[src/rtl/game_round_ctrl.sv]
// Round sequencer for the Donkey-vs-Kong match: countdown, round timer,
// scoring and match winner, driven by a whole-second tick.
module game_round_ctrl #(
   parameter int CLK_HZ      = 65_000_000,
   parameter int COUNTDOWN_S = 3,
   parameter int ROUND_S     = 60,
   parameter int RESULT_S    = 2,
   parameter int WIN_ROUNDS  = 3
) (
   input  logic       clk,
   input  logic       rst,
   input  logic       start_btn,
   input  logic       touch_lady,
   input  logic       donkey_hit,
   output logic       game_en,
   output logic       pos_reset,
   output logic [1:0] countdown,
   output logic [6:0] time_left,
   output logic [1:0] score_donkey,
   output logic [1:0] score_kong,
   output logic [1:0] round_winner,
   output logic       match_over,
   output logic [2:0] state_dbg
);

   localparam int DW = (CLK_HZ > 1) ? $clog2(CLK_HZ) : 1;

   localparam logic [DW-1:0] DIV_LAST = DW'(CLK_HZ - 1);
   localparam logic [1:0]    CD_INIT  = 2'(COUNTDOWN_S);
   localparam logic [6:0]    TL_INIT  = 7'(ROUND_S);
   localparam logic [3:0]    RES_LAST = 4'(RESULT_S - 1);
   localparam logic [1:0]    WIN_N    = 2'(WIN_ROUNDS);

   typedef enum logic [2:0] {
      S_IDLE = 3'd0,
      S_CD   = 3'd1,
      S_PLAY = 3'd2,
      S_RES  = 3'd3,
      S_END  = 3'd4
   } state_t;

   state_t        state_q, state_d;
   logic [DW-1:0] div_q, div_d;
   logic          start_q;
   logic [1:0]    cd_q, cd_d;
   logic [6:0]    tl_q, tl_d;
   logic [1:0]    sd_q, sd_d;
   logic [1:0]    sk_q, sk_d;
   logic [1:0]    win_q, win_d;
   logic          pr_q, pr_d;
   logic [3:0]    res_q, res_d;

   logic sec_tick;
   logic start_rise;

   function automatic logic [1:0] sat_inc(input logic [1:0] v);
      return (v == 2'd3) ? v : v + 2'd1;
   endfunction

   assign sec_tick   = (div_q == DIV_LAST);
   assign start_rise = start_btn & ~start_q;

   // Next-state, round bookkeeping and the entry-relative second divider
   always_comb begin
      state_d = state_q;
      cd_d    = cd_q;
      tl_d    = tl_q;
      sd_d    = sd_q;
      sk_d    = sk_q;
      win_d   = win_q;
      pr_d    = 1'b0;
      res_d   = res_q;
      unique case (state_q)
         S_IDLE: begin
            if (start_rise) begin
               state_d = S_CD;
               sd_d    = 2'd0;
               sk_d    = 2'd0;
               win_d   = 2'b00;
               cd_d    = CD_INIT;
               tl_d    = TL_INIT;
               pr_d    = 1'b1;
            end
         end
         S_CD: begin
            if (sec_tick) begin
               if (cd_q <= 2'd1) begin
                  state_d = S_PLAY;
                  cd_d    = 2'd0;
               end else begin
                  cd_d = cd_q - 2'd1;
               end
            end
         end
         S_PLAY: begin
            if (touch_lady) begin
               state_d = S_RES;
               win_d   = 2'b01;
               sd_d    = sat_inc(sd_q);
            end else if (donkey_hit) begin
               state_d = S_RES;
               win_d   = 2'b10;
               sk_d    = sat_inc(sk_q);
            end else if (sec_tick) begin
               if (tl_q <= 7'd1) begin
                  state_d = S_RES;
                  win_d   = 2'b10;
                  sk_d    = sat_inc(sk_q);
                  tl_d    = 7'd0;
               end else begin
                  tl_d = tl_q - 7'd1;
               end
            end
         end
         S_RES: begin
            if (sec_tick) begin
               if (res_q == RES_LAST) begin
                  if (sd_q == WIN_N || sk_q == WIN_N) begin
                     state_d = S_END;
                  end else begin
                     state_d = S_CD;
                     cd_d    = CD_INIT;
                     tl_d    = TL_INIT;
                     win_d   = 2'b00;
                     pr_d    = 1'b1;
                  end
               end else begin
                  res_d = res_q + 4'd1;
               end
            end
         end
         S_END: begin
            if (start_rise) begin
               state_d = S_IDLE;
               sd_d    = 2'd0;
               sk_d    = 2'd0;
               win_d   = 2'b00;
               cd_d    = 2'd0;
               tl_d    = TL_INIT;
            end
         end
         default: state_d = S_IDLE;
      endcase
      if (state_d != state_q) res_d = 4'd0;
      if (state_d != state_q || sec_tick) div_d = '0;
      else div_d = div_q + DW'(1);
   end

   // State and round registers with synchronous reset
   always_ff @(posedge clk) begin
      if (rst) begin
         state_q <= S_IDLE;
         div_q   <= '0;
         start_q <= 1'b0;
         cd_q    <= 2'd0;
         tl_q    <= TL_INIT;
         sd_q    <= 2'd0;
         sk_q    <= 2'd0;
         win_q   <= 2'b00;
         pr_q    <= 1'b0;
         res_q   <= 4'd0;
      end else begin
         state_q <= state_d;
         div_q   <= div_d;
         start_q <= start_btn;
         cd_q    <= cd_d;
         tl_q    <= tl_d;
         sd_q    <= sd_d;
         sk_q    <= sk_d;
         win_q   <= win_d;
         pr_q    <= pr_d;
         res_q   <= res_d;
      end
   end

   assign game_en      = (state_q == S_PLAY);
   assign match_over   = (state_q == S_END);
   assign state_dbg    = state_q;
   assign pos_reset    = pr_q;
   assign countdown    = cd_q;
   assign time_left    = tl_q;
   assign score_donkey = sd_q;
   assign score_kong   = sk_q;
   assign round_winner = win_q;

endmodule

[config.mk]
export PLATFORM = sky130hd
export DESIGN_NAME = game_round_ctrl
export DESIGN_NICKNAME = d
export VERILOG_FILES = /design/src/rtl/game_round_ctrl.sv
export SDC_FILE = /design/constraint.sdc
export NUM_CORES = 1
export LEC_CHECK = 0
export CAP_MARGIN = 10
export CORE_MARGIN = 3
export CORE_UTILIZATION = 45
export CTS_BUF_LIST = sky130_fd_sc_hd__clkbuf_8
export DETAILED_ROUTE_END_ITERATION = 8
export PLACE_DENSITY_LB_ADDON = 0.3
export RECOVER_POWER = 100
export SYNTH_ARGS = -nofsm -noshare
export SYNTH_HDL_FRONTEND = slang
export SYNTH_SLANG_ARGS = --single-unit
[constraint.sdc]
create_clock -name clk -period 3.7 [get_ports clk]
set_clock_uncertainty 0.05 [all_clocks]
set_input_delay 0.74 -clock clk [delete_from_list [all_inputs] [get_ports clk]]
set_output_delay 0.74 -clock clk [all_outputs]
set_load 0.03 [all_outputs]
Yosys cells after proc, flatten, opt, wreduce, memory -nomap -nowiden
Index checks and enable logic that the tools add are counted.
{ "totals": {"ff_bits": 50, "input_bits": 5} }
{ "classes": {"add_sub_neg": 6, "magnitude_cmp": 2, "n_eq_ne": 25, "muxes": 51, "n_bitwise": 3, "reduce_logical": 15} }
{ "op_table": {"columns": ["operator", "count"], "rows": [
  ["7-bit two-way mux", 8],
  ["2-bit two-way mux", 21],
  ["3-bit two-way mux", 11],
  ["26-bit by 1-bit adder with 26-bit output, second input constant", 1],
  ["26-bit == test, second input constant", 1],
  ["7-bit one-hot mux with 3 select lines", 1],
  ["2-bit inequality test, second input constant", 9],
  ["3-bit one-hot mux with 5 select lines", 1],
  ["7-bit AND reduction", 2],
  ["4-bit by 3-bit inequality test with 1-bit output, second input constant", 2],
  ["2-bit one-hot mux with 2 select lines", 2],
  ["2-bit one-hot mux with 4 select lines", 1],
  ["8-bit AND reduction", 1],
  ["7-bit by 1-bit less-or-equal comparator with 1-bit output, second input constant", 1],
  ["7-bit by 1-bit subtractor with 7-bit output, second input constant", 1],
  ["3-bit by 2-bit == test with 1-bit output, second input constant", 2],
  ["2-bit by 1-bit inequality test with 1-bit output, second input constant", 3],
  ["3-bit by 2-bit inequality test with 1-bit output, second input constant", 2],
  ["2-bit one-hot mux with 3 select lines", 1],
  ["2-bit OR reduction", 3],
  ["5-bit AND reduction", 1],
  ["2-bit by 1-bit adder with 2-bit output, second input constant", 2],
  ["4-bit by 1-bit adder with 4-bit output, second input constant", 1],
  ["2-bit == test, second input constant", 2],
  ["other kinds (17)", 22]
]} }

Depth between registers and ports, before layout
{ "logic_depth": {"word_depth": 9, "depth_mapped": 8} }

Worst setup path before layout
OpenSTA, ideal clock, no wires.
{ "synth_timing": {"path_kind": "register to output", "startpoint": "reg state_q[2] (netlist: state_dbg[2])", "endpoint": "out match_over", "t_arrival_ns": 1.568, "path_slack_ns": 1.342, "path_stages_with_launch": 4, "cell_sequence": "dfxtp_1 > clkbuf_1 > inv_1 > nor3_1"} }
{ "synth_via": {"elab_chain_cells": 1} }
{ "synth_rtl": {"columns": ["item", "line_no", "rtl"], "rows": [
  ["start: declaration", "42", "state_t state_q, state_d;"],
  ["start signal: assignment", "163", "state_q <= state_d;"],
  ["3-bit == test", "177", "assign match_over = (state_q == S_END);"],
  ["end: declaration", "22", "output logic match_over,"]
]} }
Every way passes these cells.

Worst setup path in the final report
{ "layout_timing": {"startpoint": "reg div_q[0]", "endpoint": "reg tl_q[5] (netlist: time_left[5])"} }
{ "layout_via": {"elab_chain_cells": 3, "word_cells_on_any_way": 4, "cone_classes": "3 x eq/ne; 1 x reduce/logical"} }
{ "layout_rtl": {"columns": ["item", "line_no", "rtl"], "rows": [
  ["start: declaration", "43", "logic [DW-1:0] div_q, div_d;"],
  ["start signal: assignment", "164", "div_q <= div_d;"],
  ["26-bit == test *", "60", "assign sec_tick = (div_q == DIV_LAST);"],
  ["2-bit by 1-bit inequality test with 1-bit output (no line) / 2-bit inequality test (equally long branches)", null, null],
  ["8-bit AND reduction (no line) *", null, null],
  ["end signal: assignment", "167", "tl_q <= tl_d;"],
  ["end: declaration", "46", "logic [6:0] tl_q, tl_d;"]
]} }
Mark *: on every way between the ends. The rest lies on a longest branch, timed or not.
A chain may end at the register's enable or synchronous reset.

==> qor.csv <==
metric,value,unit
outcome,"finished, final reports clean",
cts_tree,yes,
synthToLayoutAreaGrowth,12.9,%
drive_above_1_share,7.47,%
final_area,0.00312,mm2
grt_pass1_wl,10900,um
synth_edf_count,0,
peakVddDrop,162,uV
avgSynthCellArea,8.39,um2
fmax,0.320,GHz
syn_area,0.00276,mm2
drt_iter0_markers,163,
worstSetupStartpointType,flip-flop,
postPlaceCellArea,0.00305,mm2
worst_ep_arrival_time,3.25,ns
min_from,round_winner[0],
grt_max_degree,22,
core_area,0.00571,mm2
dr.pass1.iters,4,
max_slew_margin,14.0,%
worstHoldPathCells,2,
r2r_start,div_q[0],
wire_per_inst,15.0,um
synth_top_cells_by_count,"50 x dfxtp_1, 38 x nor2_1, 19 x nand2_1, 19 x nor3_1, 16 x xor2_1",
min_period,3.13,ns
gp_congestion,0.802,
die_w,84.3,um
synthArstFlopShare,0,%
dr_total_vias,2490,
antenna_found_initial,0,
synth_cell_types,53,
setup_tns,0,ns
r2r-end,time_left[5],
worstHoldEndpoint,round_winner[0],
overflow,0,
drv_slew,0,
crit_path_top_delay_cell,nor4_1,
io_buffers,25,
cts_setup_buffers,0,
synth_warnings,0,
routed_wl,6310,um
yosysMostFrequentCell,dfxtp_1,
viasPerCell,5.93,
slowest_delay,1.06,ns
synthCells,329,
die_area,0.00711,mm2
ys_seq_area_share,36.2,%
ys_top_cells_by_area,"dfxtp_1 36%, nor2_1 5.2%, xor2_1 5.1%, nor3_1 3.4%, ha_1 3.2%",
worst_pin_slew,1.28,ns
cts_sinks,50,
ant_nets,0,
cts_buffer_depth,2,
nFillCells,513,
cp_cell_sequence,"ha_1, nand2_1, or4_1, nor4_1, or2_0, a41oi_1",
clk_latency,0.31,ns
grt_pass1_vias,2295,
rr_worst_depth,6,
timing.hold.ws,0.432,ns
initial_core_util,48.4,%
ys_ff_latch,50,
leakage,0.00108,uW
cts_resized,0,
fin_crit_sh,84.6,%
cts_hold_buf,0,
maxCapViolCount,0,
crit_type,flip-flop to flip-flop,
row_count,27,
crit_path_end_kind,flip-flop,
cp.required,3.82,ns
antenna_cells,0,
boundaryPins,26,
place_hpwl,4470,um
layout.nets,359,
setup_viol,0,
synth_top_area_share,36.2,%
hold_viol_final,0,
hp-class,flip-flop to flip-flop,
drc,0,
rsz0062_at_grt,false,
synthFlopType,dfxtp_1,
yosys.area.top_type,dfxtp_1,
powerDensity,319,mW/mm2
path_clk_slew,0.09,ns
synth_nets,341,
r2r_slack,0.57,ns
root_buffer,clkbuf_8,
chipHeight,84.3,um
path_max_fanout,8,
h-tree-depth,2,
grtUsageTotal,18.3,%
cts_buffers,5,
-- cells in the final DEF (no fill, tap or decap), types with 3 or more instances in the layout --
cell type / instances
xor2_1: 16
nand4_1: 13
and3_1: 6
dfxtp_1: 50
and4_1: 4
dlygate4sd3_1: 23
clkbuf_8: 6
xnor2_1: 9
nor2_1: 38
or3_1: 6
nor4_1: 9
or3b_2: 3
nand2_1: 19
nor2b_1: 4
a21oi_1: 13
nor4bb_1: 3
o211ai_1: 4
o31ai_1: 4
mux2_2: 4
ha_1: 7
nand3_1: 12
nand2b_1: 8
o21ai_0: 10
o22ai_1: 4
inv_1: 11
nor3_1: 19
a31oi_1: 4
-- critical path, delay by kind of cell, from the launching register on --
family | cells | cell delay, ns
compound gates | 1 | 0.16
simple gates | 4 | 2.13
fa+ha+maj | 1 | 0.25
flops | 1 | 0.40
-- how the worst max path moves through the flow --
stage                       startpoint            to  slack (ns)  depth (start not counted)
after floorplan           state_dbg[2]    match_over        1.34                          3
after global placement       start_btn      div_q[9]        0.73                          6
after detailed placement     start_btn      div_q[5]        0.67                          6
after CTS                 state_dbg[1]       game_en        0.69                          4
after global routing          div_q[0]  time_left[5]        0.34                          6
final                         div_q[0]  time_left[5]        0.57                          6
-- cell type report --
cell class                 count  area (um2)  area share [%]
sequential                    50        1000            32.1
clock inverter                 2        8.76           0.281
tap                           72        90.1            2.89
multi-input combinational    253        1630            52.4
clock buffer                   6        82.6            2.65
timing repair buffer          27         265            8.51
inverter                      10        37.5            1.20
-- where the power goes --
group          switching, uW  internal (uW)
Clock                    187            149
Sequential              13.3            547
Combinational           62.8           36.2
-- cell families after synthesis --
family,after synthesis,synth area share [%]
and+or+nand+nor,160,33.3
muxes,5,1.99
adders and majority gates,7,3.17
AOI/OAI and AO/OA,56,13.6
DFF,50,36.2
xor gates and xnor gates,25,7.93
buffers and inverters,26,3.72
-- metal layers --
layer / routed length (um) / track usage [%] / vias up
met5: 0 / 0 / -
met1: 3090 / 26.2 / 1177
met4: 76 / 6.76 / 0
li1: - / - / 1246
met3: 305 / 3.24 / 6
met2: 2840 / 27.6 / 61
-- sequential cells by signal, summed over array words and instances (netlist names) --
name and count:
countdown 2, div_q 26, pos_reset 1, res_q 4, round_winner 2, score_donkey 2, score_kong 2, start_q 1
state_dbg 3, time_left 7
-- metrics by stage --
stage          instances  util, %  total power, uW  worst slack [ns]
2_1_floorplan        329        -              641              1.34
3_3_place_gp         412     53.5              673             0.727
3_5_place_dp         412     53.5              674             0.667
4_1_cts              420     55.1             1010             0.694
5_1_grt              420     54.6             1040             0.339
6_report             420     54.6              996             0.571
(Power assumes the default switching activity.)
